File: src/rtl/jpeg_enc_pkg.sv
// Shared constants and types for the JPEG encoder block-buffer control path.
package jpeg_enc_pkg;

  localparam int DATA_WIDTH = 12;
  localparam int DEPTH      = 64;
  localparam int BANKS      = 2;

  typedef enum logic [1:0] {
    EMPTY   = 2'd0,
    FILLING = 2'd1,
    FULL    = 2'd2
  } bank_state_t;

endpackage

File: src/rtl/jpeg_bank_state.sv
// Occupancy tracker for one pixel buffer bank: EMPTY -> FILLING -> FULL -> EMPTY.
module jpeg_bank_state
  import jpeg_enc_pkg::*;
(
  input  logic        clock,
  input  logic        reset_n,
  input  logic        fill_start,
  input  logic        fill_done,
  input  logic        ack,
  output bank_state_t state
);

  bank_state_t state_next;

  // State register
  always_ff @(posedge clock or negedge reset_n) begin
    if (!reset_n) begin
      state <= EMPTY;
    end else begin
      state <= state_next;
    end
  end

  // Next-state: a single-pixel block may go straight from EMPTY to FULL
  always_comb begin
    state_next = state;
    case (state)
      EMPTY: begin
        if (fill_done) begin
          state_next = FULL;
        end else if (fill_start) begin
          state_next = FILLING;
        end
      end
      FILLING: begin
        if (fill_done) begin
          state_next = FULL;
        end
      end
      FULL: begin
        if (ack) begin
          state_next = EMPTY;
        end
      end
      default: state_next = EMPTY;
    endcase
  end

endmodule

File: src/rtl/jpeg_pingpong_block_ctrl.sv
// Ping-pong controller for two pixel block buffers between the pixel stream
// and the block (level shift / DCT) stage.
// Optional feature: define JPEG_BLK_CNT_EN to build the completed-block
// counter and expose the blk_count port.
module jpeg_pingpong_block_ctrl #(
  parameter int DATA_WIDTH = jpeg_enc_pkg::DATA_WIDTH,
  parameter int DEPTH      = jpeg_enc_pkg::DEPTH
`ifdef JPEG_BLK_CNT_EN
  ,
  parameter int CNT_WIDTH  = 16
`endif
) (
  input  logic                  clock,
  input  logic                  reset_n,
  input  logic                  s_valid,
  output logic                  s_ready,
  input  logic [DATA_WIDTH-1:0] s_data,
  output logic [1:0]            wr_en,
  output logic [DATA_WIDTH-1:0] wr_data,
  output logic                  blk_valid,
  output logic                  blk_sel,
  input  logic                  blk_ack,
  output logic                  busy
`ifdef JPEG_BLK_CNT_EN
  ,
  output logic [CNT_WIDTH-1:0]  blk_count
`endif
);

  import jpeg_enc_pkg::*;

  localparam int          PW   = (DEPTH > 1) ? $clog2(DEPTH) : 1;
  localparam logic [PW-1:0] LAST = PW'(DEPTH - 1);

  logic          wr_bank;
  logic          rd_bank;
  logic [PW-1:0] pix_cnt;
  bank_state_t   state [BANKS];

  logic          accept;
  logic          ack_take;
  logic          last_pix;
  logic [1:0]    fill_start;
  logic [1:0]    fill_done;
  logic [1:0]    ack_bank;
  logic [1:0]    full_next;
  logic          rd_next;
  logic          blk_valid_next;

  for (genvar b = 0; b < BANKS; b++) begin : g_bank
    jpeg_bank_state u_bank (
      .clock      (clock),
      .reset_n    (reset_n),
      .fill_start (fill_start[b]),
      .fill_done  (fill_done[b]),
      .ack        (ack_bank[b]),
      .state      (state[b])
    );
  end

  // Handshake, bank steering and look-ahead of which bank is presented next
  always_comb begin
    s_ready    = (state[wr_bank] != FULL);
    // Writes are suppressed while reset is held so the buffers stay idle.
    accept     = s_valid & s_ready & reset_n;
    ack_take   = blk_valid & blk_ack;
    last_pix   = (pix_cnt == LAST);
    wr_en      = '0;
    wr_data    = '0;
    fill_start = '0;
    fill_done  = '0;
    ack_bank   = '0;
    if (accept) begin
      wr_en[wr_bank]      = 1'b1;
      wr_data             = s_data;
      fill_start[wr_bank] = (state[wr_bank] == EMPTY);
      fill_done[wr_bank]  = last_pix;
    end
    if (ack_take) begin
      ack_bank[rd_bank] = 1'b1;
    end
    // blk_valid is registered, so it is derived from the bank states as they
    // will be after this edge; this gives one cycle from last pixel to valid.
    for (int b = 0; b < BANKS; b++) begin
      full_next[b] = ((state[b] == FULL) & ~ack_bank[b]) | fill_done[b];
    end
    rd_next        = rd_bank ^ ack_take;
    blk_valid_next = full_next[rd_next];
  end

  // Pointers, pixel counter and presented-block flag
  always_ff @(posedge clock or negedge reset_n) begin
    if (!reset_n) begin
      wr_bank   <= 1'b0;
      rd_bank   <= 1'b0;
      pix_cnt   <= '0;
      blk_valid <= 1'b0;
    end else begin
      if (accept) begin
        if (last_pix) begin
          pix_cnt <= '0;
          wr_bank <= ~wr_bank;
        end else begin
          pix_cnt <= pix_cnt + PW'(1);
        end
      end
      rd_bank   <= rd_next;
      blk_valid <= blk_valid_next;
    end
  end

  assign blk_sel = rd_bank;
  assign busy    = (state[0] != EMPTY) | (state[1] != EMPTY);

`ifdef JPEG_BLK_CNT_EN
  // Completed-block counter, wraps naturally at its width
  always_ff @(posedge clock or negedge reset_n) begin
    if (!reset_n) begin
      blk_count <= '0;
    end else if (ack_take) begin
      blk_count <= blk_count + CNT_WIDTH'(1);
    end
  end
`endif

endmodule

File: config.mk
export PLATFORM = sky130hd
export DESIGN_NAME = jpeg_pingpong_block_ctrl
export DESIGN_NICKNAME = d
export VERILOG_FILES = /design/src/rtl/jpeg_enc_pkg.sv /design/src/rtl/jpeg_bank_state.sv /design/src/rtl/jpeg_pingpong_block_ctrl.sv
export SDC_FILE = /design/constraint.sdc
export NUM_CORES = 1
export LEC_CHECK = 0
export BUFFER_PORTS_ARGS = -buffer_cell sky130_fd_sc_hd__buf_2
export CAP_MARGIN = 20
export CORE_ASPECT_RATIO = 1.4
export CORE_MARGIN = 2
export CORE_UTILIZATION = 35
export CTS_CLUSTER_SIZE = 16
export DETAILED_ROUTE_END_ITERATION = 7
export SYNTH_ARGS = -nofsm -noshare
export SYNTH_HDL_FRONTEND = slang
export SYNTH_SLANG_ARGS = --single-unit
export TNS_END_PERCENT = 30
File: constraint.sdc
create_clock -name clock -period 1.6 [get_ports clock]
set_input_delay 0.08 -clock clock [delete_from_list [all_inputs] [get_ports clock]]
set_output_delay 0.08 -clock clock [all_outputs]
set_load 0.02 [all_outputs]
==> flow_summary.json, run 1 <==
{
  "cp_max_fo": 10,
  "async_flop_share": 1.000,
  "multi_input_area_um2": 462.9,
  "path_clk_slew_ns": 0.08,
  "yosys_warnings": 0,
  "dr.first_iter.drc_count": 15,
  "yosys_most_used_dff": "dfrtp_1",
  "yosysUniqueCellTypes": 33,
  "die_area_um2": 2731,
  "grt_pass1_vias": 758,
  "hold_viol": 0,
  "placement.cell_area_um2": 1054,
  "cts_sinks": 13,
  "netlist_area_um2": 813.3,
  "root_buffer": "clkbuf_4",
  "drt-wirelength-per-cell_um": 12.95,
  "grtUsageTotal": 0.1571,
  "syn_inst": 79,
  "dpl.hpwl_um": 1508,
  "ant_nets": 0,
  "rsz0062_at_grt": "yes",
  "setup_viol": 0,
  "vdd_ir_drop_max_v": 0.0005025,
  "skew_ns": 0.002866,
  "routed_via_density": 5.053,
  "synthAdderAreaFrac": 0.04615,
  "status": "finished clean",
  "fin_nets": 148,
  "holdWs_ns": 0.2211,
  "startpoint": "wr_bank",
  "rows": 20,
  "synthSimpleGateAreaFrac": 0.3108,
  "die_h_um": 61.04,
  "slowest_delay_ns": 0.46,
  "startpoint_type": "flip-flop",
  "synth_area_per_cell_um2": 10.29,
  "synthMuxAreaShare": 0.04000,
  "finalInstanceArea_um2": 1222,
  "core-area_um2": 2177,
  "globalplace.congestion": 0.7046,
  "worstPathArrival_ns": 1.50,
  "path_cells": "nor3b_4 > nor3b_4 > buf_6 > and2_1 > buf_6",
  "reg2reg_from": "wr_bank",
  "ys_seq_area_frac": 0.4000,
  "sw_frac_of_total": 0.3587,
  "start_util": 0.3736,
  "synth_edf_count": 0,
  "p_comb_frac": 0.398,
  "die_x_um": 44.74,
  "mostFrequentLayoutCells": "21 x buf_2, 14 x buf_6, 12 x buf_4",
  "seq_area_um2": 327.8,
  "drv_cap": 0,
  "reg2reg_slack_ns": 0.10,
  "port_buffers": 33,
  "hp-start": "s_valid",
  "utilization": 0.5615,
  "htreeDepth": 1,
  "cts_made_buffers": 3,
  "synth_top_family_by_area": "simple AND/OR/NAND/NOR gates",
  "drc": 0,
  "instances_no_fill": 150,
  "grt_pass1_wl_um": 3063,
  "clk_path_buf_depth": 2,
  "end_kind": "output port",
  "min_period_over_period": 0.9901,
  "mostFrequentLayoutCell": "buf_2",
  "drive_gt1_frac": 0.5391,
  "slew-limit-headroom": 0.8170,
  "endpoint": "wr_data[6]",
  "hp-class": "input port to flip-flop",
  "ios": 34,
  "internal_power_mw": 0.7971,
  "overflow": 0,
  "cts_tree": "done",
  "rr_endpoint": "pix_cnt[1]",
  "dr.pass1.iters": 5,
  "dp_cells": 141,
  "antenna_found_initial": 0,
  "wirelength_um": 1943,
  "ys_ff_latch": 13,
  "drv_slew": 0,
  "tightest_slew_ns": 0.2724,
  "num_antenna_cells": 0,
  "pwr-share-clk": 0.157,
  "synthToLayoutAreaGrowth_pct": 50.31,
  "synth.net_count": 98,
  "p_per_area_nw_per_um2": 1017,
  "crit_slowest_cell": "dfrtp_2",
  "crit_required_ns": 1.52,
  "fill_cells": 209,
  "synth_xor_area_frac": 0.03231,
  "critPathKind": "flip-flop to output port",
  "synth_compound_area_frac": 0.1185,
  "clk-insertion-delay-late_ns": 0.27,
  "p_leak_nw": 0.6287,
  "p_seq_frac": 0.445,
  "reg2regPathDepth": 5,
  "period_needed_ns": 1.584,
  "grt_max_degree": 15,
  "fmax_mhz": 631.2,
  "p_switching_mw": 0.4459,
  "vias": 758
}
[stage by stage]
step                TNS (ns)  total power, mW  worst slack [ns]
floorplan                  0           0.8551            0.2242
global route         -0.6281            1.354          -0.06664
CTS                  -0.1398            1.251          -0.02673
detailed placement         0            1.023            0.1041
finish                     0            1.243           0.01580
global placement           0            1.012            0.1381
[power by group through the flow]
stage,logic (mW),registers (mW),clock network (mW)
floorplan,0.288,0.567,0
global placement,0.460,0.551,0
global route,0.566,0.569,0.218
finish,0.495,0.554,0.195
detailed placement,0.468,0.555,0
CTS,0.496,0.552,0.203
[area by class of cell]
cell class	count	area share
inverter	4	0.01228
timing repair buffer	48	0.2968
sequential	13	0.2682
tap	22	0.02252
multi-input combinational	59	0.3787
clock buffer	4	0.02149
[layer usage]
metal  vias to the layer above  global-route usage  share of wire
met2                        29              0.3188           0.58
met1                       356              0.1341           0.35
met5                         -                   0              0
met3                         2             0.03226          0.059
li1                        371                   -              -
met4                         0             0.09091          0.011
[cell usage after synthesis, types with 3 or more instances]
cell type / n / area share
and2_1: 10 / 0.077
and2_2: 3 / 0.028
dfrtp_1: 13 / 0.40
ha_1: 3 / 0.046
inv_1: 4 / 0.018
nand2_1: 6 / 0.028
nor2_1: 4 / 0.018
nor3_1: 3 / 0.018
[registers in the layout (all words and copies together) (netlist names)]
register             flops
wr_bank                  1
g_bank.u_bank.state      4
blk_valid                1
blk_sel                  1
pix_cnt                  6
[cells by family (layout without fill, tap and decap cells)]
| group | Yosys count | in the layout |
|---|---|---|
| compound gates | 11 | 11 |
| simple gates | 39 | 39 |
| fa+ha+maj | 3 | 3 |
| flops | 13 | 13 |
| mux | 3 | 3 |
| buf+inv | 7 | 56 |
| xor+xnor | 3 | 3 |
[how the worst min path moves through the flow]
stage          cells after the start  slack (ns)                         to
3_3_place_gp                       2        0.04  g_bank[1].u_bank.state[1]
4_1_cts                            3        0.22  g_bank[1].u_bank.state[0]
6_report                           3        0.22  g_bank[1].u_bank.state[0]
5_1_grt                            3        0.24  g_bank[1].u_bank.state[0]
3_5_place_dp                       2        0.04  g_bank[1].u_bank.state[0]
2_1_floorplan                      0       -0.22                    blk_sel
[worst max-delay path, delay by kind of cell (launching register included)]
family                 cells  cell delay [ns]
buffers and inverters      2             0.27
flip-flops                 1             0.46
AND/OR/NAND/NOR            3             0.50
[timing repair]
action	CTS	global route
hold buffers	1	0
resized for setup	24	11
buffers inserted	4	0
pin swaps	1	3
endpoints found under the setup margin	13	15
endpoints found under the hold margin	13	0
Note: power is estimated with default switching activity, not from simulation.
==> run 2: changes to the inputs <==
- CORE_MARGIN: 2 -> not set
==> run 2 against run 1 <==
Count of clock-buffer cells in the layout unchanged. Non-clock buffer count decreased by 1. Clock skew decreased by 0.0019 ns. Core utilization decreased by 0.63 points. Largest cell class unchanged. Sequential cell count unchanged. First-iteration DRC count decreased by 80%.
==> flow_summary.json, run 2 (synthesized netlist as in run 1, its figures left out) <==
{
  "status": "finished clean",
  "skew_ns": 0.0009807,
  "grt_pass1_wl_um": 3146,
  "port_buffers": 33,
  "die_area_um2": 2523,
  "largest_reg_flops": 6,
  "drc": 0,
  "power.total_mw": 1.245,
  "startpoint_type": "flip-flop",
  "top_register": "pix_cnt",
  "root_buffer": "clkbuf_4",
  "cts_made_buffers": 3,
  "die_x_um": 42.74,
  "critPathKind": "flip-flop to output port",
  "fill_cells": 203,
  "min_period_over_period": 0.9930,
  "cts_tree": "done",
  "fin_ws_ns": 0.01122,
  "clk_path_buf_depth": 2,
  "num_antenna_cells": 0,
  "grt_max_degree": 15,
  "pre_cts_slack_ns": 0.1123,
  "rows": 20,
  "slowest_delay_ns": 0.46,
  "worst_path_dominant_cell_family": "simple AND/OR/NAND/NOR gates",
  "wirelength_um": 1910,
  "vdd_ir_drop_max_v": 0.0005319,
  "path_buf_inv": 2,
  "mostFrequentLayoutCells": "23 x buf_2, 13 x buf_6, 10 x dfrtp_1, 10 x buf_4, 9 x and2_1",
  "tightest_slew_ns": 0.3562,
  "synthToLayoutAreaGrowth_pct": 48.62,
  "drv_slew": 0,
  "mostFrequentLayoutCell": "buf_2",
  "drv_cap": 0,
  "setup_viol": 0,
  "routed_via_density": 5.054,
  "crit_required_ns": 1.52,
  "hold_viol": 0,
  "cts_sinks": 13,
  "htreeDepth": 1,
  "cp_max_fo": 5,
  "globalplace.congestion": 0.7733,
  "core-area_um2": 2177,
  "end_kind": "output port",
  "crit_slowest_cell": "dfrtp_2",
  "worstPathArrival_ns": 1.51,
  "grtUsageTotal": 0.1610,
  "crit_path_frequent_cell": "nor3b_4",
  "path_cells": "nor3b_4 > nor3b_4 > buf_6 > and2_2 > buf_2",
  "drt-wirelength-per-cell_um": 12.82,
  "top_regs": "pix_cnt x6, g_bank.u_bank.state x4",
  "overflow": 0,
  "dpl.hpwl_um": 1415,
  "p_leak_nw": 0.6201,
  "fin_nets": 147,
  "clk-insertion-delay-late_ns": 0.26,
  "period_needed_ns": 1.589,
  "rsz0062_at_grt": "yes",
  "drive_gt1_frac": 0.5433,
  "hp-class": "input port to flip-flop",
  "fmax_mhz": 629.4,
  "start_util": 0.3736,
  "vias": 753,
  "slew-limit-headroom": 0.7607,
  "antenna_found_initial": 0,
  "fin_tns_setup_ns": 0,
  "grt_pass1_vias": 751,
  "dr.first_iter.drc_count": 3,
  "ios": 34,
  "dr.pass1.iters": 3,
  "path_clk_slew_ns": 0.08,
  "die_h_um": 59.04,
  "p_per_area_nw_per_um2": 1030,
  "ant_nets": 0
}
==> run 2: worst min-delay path: cells and delay by family <==
family	cells	cell delay, ns
buffers and inverters	1	0.08
AOI/OAI and AO/OA	1	0.08
and+or+nand+nor	1	0.21
==> run 2: power breakdown <==
group          switching (mW)  leakage, nW  internal [mW]
sequential              0.111        0.159          0.443
clock                  0.0991       0.0150         0.0963
combinational           0.236        0.446          0.260
==> run 2: path summary, 6_finish.rpt <==
| path | startpoint | end | depth (start not counted) | slack [ns] |
|---|---|---|---|---|
| setup / recovery | wr_bank | wr_data[11] | 5 | 0.01 |
| hold / removal | s_valid | g_bank[1].u_bank.state[0] | 3 | 0.23 |
| setup reg to reg | g_bank[0].u_bank.state[1] | pix_cnt[0] | 5 | 0.09 |
| hold reg to reg | pix_cnt[3] | pix_cnt[3] | 1 | 0.50 |
| max in group asynchronous | reset_n | pix_cnt[1] | 3 | 1.16 |
| min in group asynchronous | reset_n | g_bank[0].u_bank.state[1] | 3 | 0.29 |
==> run 2: layout make-up <==
| type | count | area, um^2 | area share |
|---|---|---|---|
| multi-input combinational | 59 | 464.2 | 0.3841 |
| timing repair buffer | 47 | 346.6 | 0.2867 |
| sequential | 13 | 329.1 | 0.2723 |
| tap | 22 | 27.53 | 0.02277 |
| clock buffer | 4 | 26.28 | 0.02174 |
| inverter | 4 | 15.01 | 0.01242 |
==> run 2: routing by layer <==
metal / vias up / global-route usage / routed length, um
met3: 2 / 0.01220 / 79
met5: - / 0 / 0
met2: 25 / 0.3095 / 1105
met1: 360 / 0.1773 / 707
met4: 0 / 0.06696 / 17
li1: 366 / - / -
==> run 2: repair_timing <==
item	in CTS	in global routing
pin swaps	1	1
hold buffers	1	0
buffers inserted	6	0
gates cloned	0	0
setup endpoints to repair	12	17
resized for setup	5	25
hold endpoints to repair	13	0
==> run 2: per-stage QoR <==
step / instance area (um^2) / instances / hold WS, ns / utilization
5_1_grt: 1209 / 149 / 0.2512 / 0.5552
2_1_floorplan: 813.3 / 79 / -0.2156 / -
6_report: 1209 / 149 / 0.2320 / 0.5552
4_1_cts: 1126 / 149 / 0.2131 / 0.5172
3_5_place_dp: 1031 / 138 / 0.04388 / 0.4736
3_3_place_gp: 1031 / 138 / 0.05220 / 0.4736
==> run 3: changes to the inputs <==
- ABC_AREA: not set -> 1
==> run 3 against run 2 <==
Fmax up 2.6%. Largest power group unchanged. Power shrank 53%. Clock power rose by 8%. Worst setup slack gained 0.041 ns. Synthesized cell count up 65%. Sequential cell count unchanged. Largest cell class unchanged. Final cell count increased by 37%. Clock skew increased by 0.0031 ns. Hold slack got worse by 0.028 ns. Wire length up 19%. Combinational power is 91% lower. Die area grew 17%.
==> flow_summary.json, run 3 <==
{
  "drv_slew": 0,
  "cp_max_fo": 12,
  "top_regs": "pix_cnt x6, g_bank.u_bank.state x4",
  "min_to": "blk_sel",
  "dp_cells": 197,
  "synth_area_leader_cell": "dfrtp_1",
  "yosys_warnings": 0,
  "wirelength_um": 2266,
  "dr.pass1.iters": 4,
  "largest_reg_flops": 6,
  "clk_path_buf_depth": 2,
  "start_util": 0.3660,
  "hp-start": "blk_ack",
  "fmax_mhz": 646.0,
  "die_x_um": 46.20,
  "hold_path_depth": 5,
  "routed_via_density": 4.564,
  "end_kind": "output port",
  "drv_cap": 0,
  "cts_tree": "done",
  "ys_ff_latch": 13,
  "grt_max_degree": 25,
  "clk-insertion-delay-late_ns": 0.28,
  "mostFrequentLayoutCells": "29 x buf_2, 23 x inv_1, 21 x nor2_1",
  "path_clk_slew_ns": 0.08,
  "hp-class": "input port to flip-flop",
  "die_area_um2": 2951,
  "holdWs_ns": 0.2035,
  "status": "finished clean",
  "rows": 22,
  "top_register": "pix_cnt",
  "drt-wirelength-per-cell_um": 11.11,
  "setup_viol": 0,
  "grt_pass1_vias": 885,
  "skew_ns": 0.004098,
  "cts_made_buffers": 3,
  "drive_gt1_frac": 0.3988,
  "vdd_ir_drop_max_v": 0.0003106,
  "reg2reg_slack_ns": 0.19,
  "rr_endpoint": "g_bank[1].u_bank.state[0]",
  "synth_area_per_cell_um2": 7.363,
  "num_antenna_cells": 0,
  "power.total_mw": 0.5803,
  "dr.first_iter.drc_count": 8,
  "p_per_area_nw_per_um2": 464.3,
  "synth_area_leaders": "dfrtp_1 34%, nor2_1 9.8%, inv_1 9.4%",
  "yosys_most_used_dff": "dfrtp_1",
  "port_buffers": 33,
  "synth.net_count": 149,
  "die_h_um": 63.88,
  "yosysUniqueCellTypes": 31,
  "core-area_um2": 2615,
  "ys_seq_area_frac": 0.3399,
  "netlist_area_um2": 957.2,
  "grt_pass1_wl_um": 3594,
  "fill_cells": 267,
  "htreeDepth": 1,
  "crit_required_ns": 1.52,
  "dpl.hpwl_um": 1764,
  "synth_top_cell_area_share": 0.3399,
  "synthToLayoutAreaGrowth_pct": 30.59,
  "hold_viol": 0,
  "p_leak_nw": 0.6765,
  "grtUsageTotal": 0.1651,
  "tightest_slew_ns": 0.2353,
  "fin_nets": 188,
  "ant_nets": 0,
  "globalplace.congestion": 0.8466,
  "vias": 931,
  "overflow": 0,
  "cts_sinks": 13,
  "worstPathArrival_ns": 1.47,
  "ios": 34,
  "critPathKind": "flip-flop to output port",
  "mostFrequentLayoutCell": "buf_2",
  "synth_edf_count": 0,
  "slew-limit-headroom": 0.8429,
  "startpoint_type": "flip-flop",
  "root_buffer": "clkbuf_4",
  "reg2regPathDepth": 8,
  "drc": 0,
  "async_flop_share": 1.000,
  "synth.most_common_cell": "nor2_1",
  "rsz0062_at_grt": "yes",
  "period_needed_ns": 1.548,
  "syn_inst": 130,
  "min_period_over_period": 0.9675,
  "synth_common_cells": "25 x nor2_1, 24 x inv_1, 21 x nand2_1",
  "instances_no_fill": 204,
  "reg2reg_from": "pix_cnt[0]",
  "antenna_found_initial": 0
}
-- run 3: cell types whose count changed after synthesis, sizes merged, moves of 3 or more --
cell | before | now
and2 | 13 | 0
o21ai | 2 | 6
nand3 | 1 | 8
inv | 4 | 28
nor2 | 5 | 27
and3 | 3 | 0
nand2 | 6 | 27
-- run 3: metal layers --
metal / wire, um / part of all wire / GRT usage / up-vias
li1: - / - / - / 472
met1: 889 / 0.39 / 0.1908 / 438
met2: 1278 / 0.56 / 0.2799 / 14
met3: 36 / 0.016 / 0.02542 / 7
met5: 0 / 0 / 0 / -
met4: 62 / 0.027 / 0.08088 / 0
-- run 3: worst max path at each step --
| stage | from | endpoint | slack [ns] | cells after the start |
|---|---|---|---|---|
| after floorplan | blk_valid | g_bank[0].u_bank.state[0] | 0.17 | 8 |
| after global placement | wr_bank | pix_cnt[2] | 0.15 | 8 |
| after detailed placement | wr_bank | blk_valid | 0.11 | 7 |
| after CTS | wr_bank | wr_en[1] | 0.009 | 6 |
| after global routing | wr_bank | wr_data[2] | -0.03 | 7 |
| final | wr_bank | wr_data[2] | 0.05 | 7 |
-- run 3: logic make-up (layout without fill, tap and decap cells) --
family | after synthesis | in the layout | synth area share
buf+inv | 31 | 68 | 0.1412
simple gates | 68 | 69 | 0.3543
xor+xnor | 3 | 3 | 0.02746
fa+ha+maj | 3 | 3 | 0.03922
compound gates | 12 | 12 | 0.09805
flops | 13 | 13 | 0.3399
-- run 3: layout make-up --
class | instances | area (um^2) | area share
Sequential cell | 13 | 327.8 | 0.2623
Clock buffer | 4 | 26.28 | 0.02102
Tap cell | 36 | 45.04 | 0.03604
Timing Repair Buffer | 36 | 200.2 | 0.1602
Inverter | 28 | 107.6 | 0.08609
Multi-Input combinational cell | 87 | 543.0 | 0.4344
-- run 3: critical path, cell delays in order, from the launching register on --
cell,delay (ns)
dfrtp_2,0.47
inv_4,0.11
nand2_4,0.06
nand2_4,0.07
nand2_4,0.11
nand2_8,0.16
nor2_2,0.05
buf_4,0.15
-- run 3: where the power goes --
part           switching (mW)  internal, mW
Clock                   0.113        0.0969
Sequential                  0         0.328
Combinational          0.0230        0.0194
Total                   0.136         0.444
-- run 3: repair_timing --
| item | 4_1_cts | 5_1_grt |
|---|---|---|
| cloned | 0 | 1 |
| pin swaps | 0 | 1 |
| endpoints found under the hold margin | 13 | 0 |
| hold buffers | 1 | 0 |
| endpoints found under the setup margin | 14 | 15 |
| buffers inserted | 1 | 0 |
| gates resized for setup | 3 | 12 |
-- run 3: per-stage QoR --
stage | util | area [um^2] | setup slack [ns] | setup TNS, ns
2_1_floorplan | - | 957.2 | 0.1699 | 0
3_3_place_gp | 0.4388 | 1147 | 0.1485 | 0
3_5_place_dp | 0.4388 | 1147 | 0.1108 | 0
4_1_cts | 0.4603 | 1204 | 0.008897 | 0
5_1_grt | 0.4780 | 1250 | -0.03018 | -0.1517
6_report | 0.4780 | 1250 | 0.05203 | 0
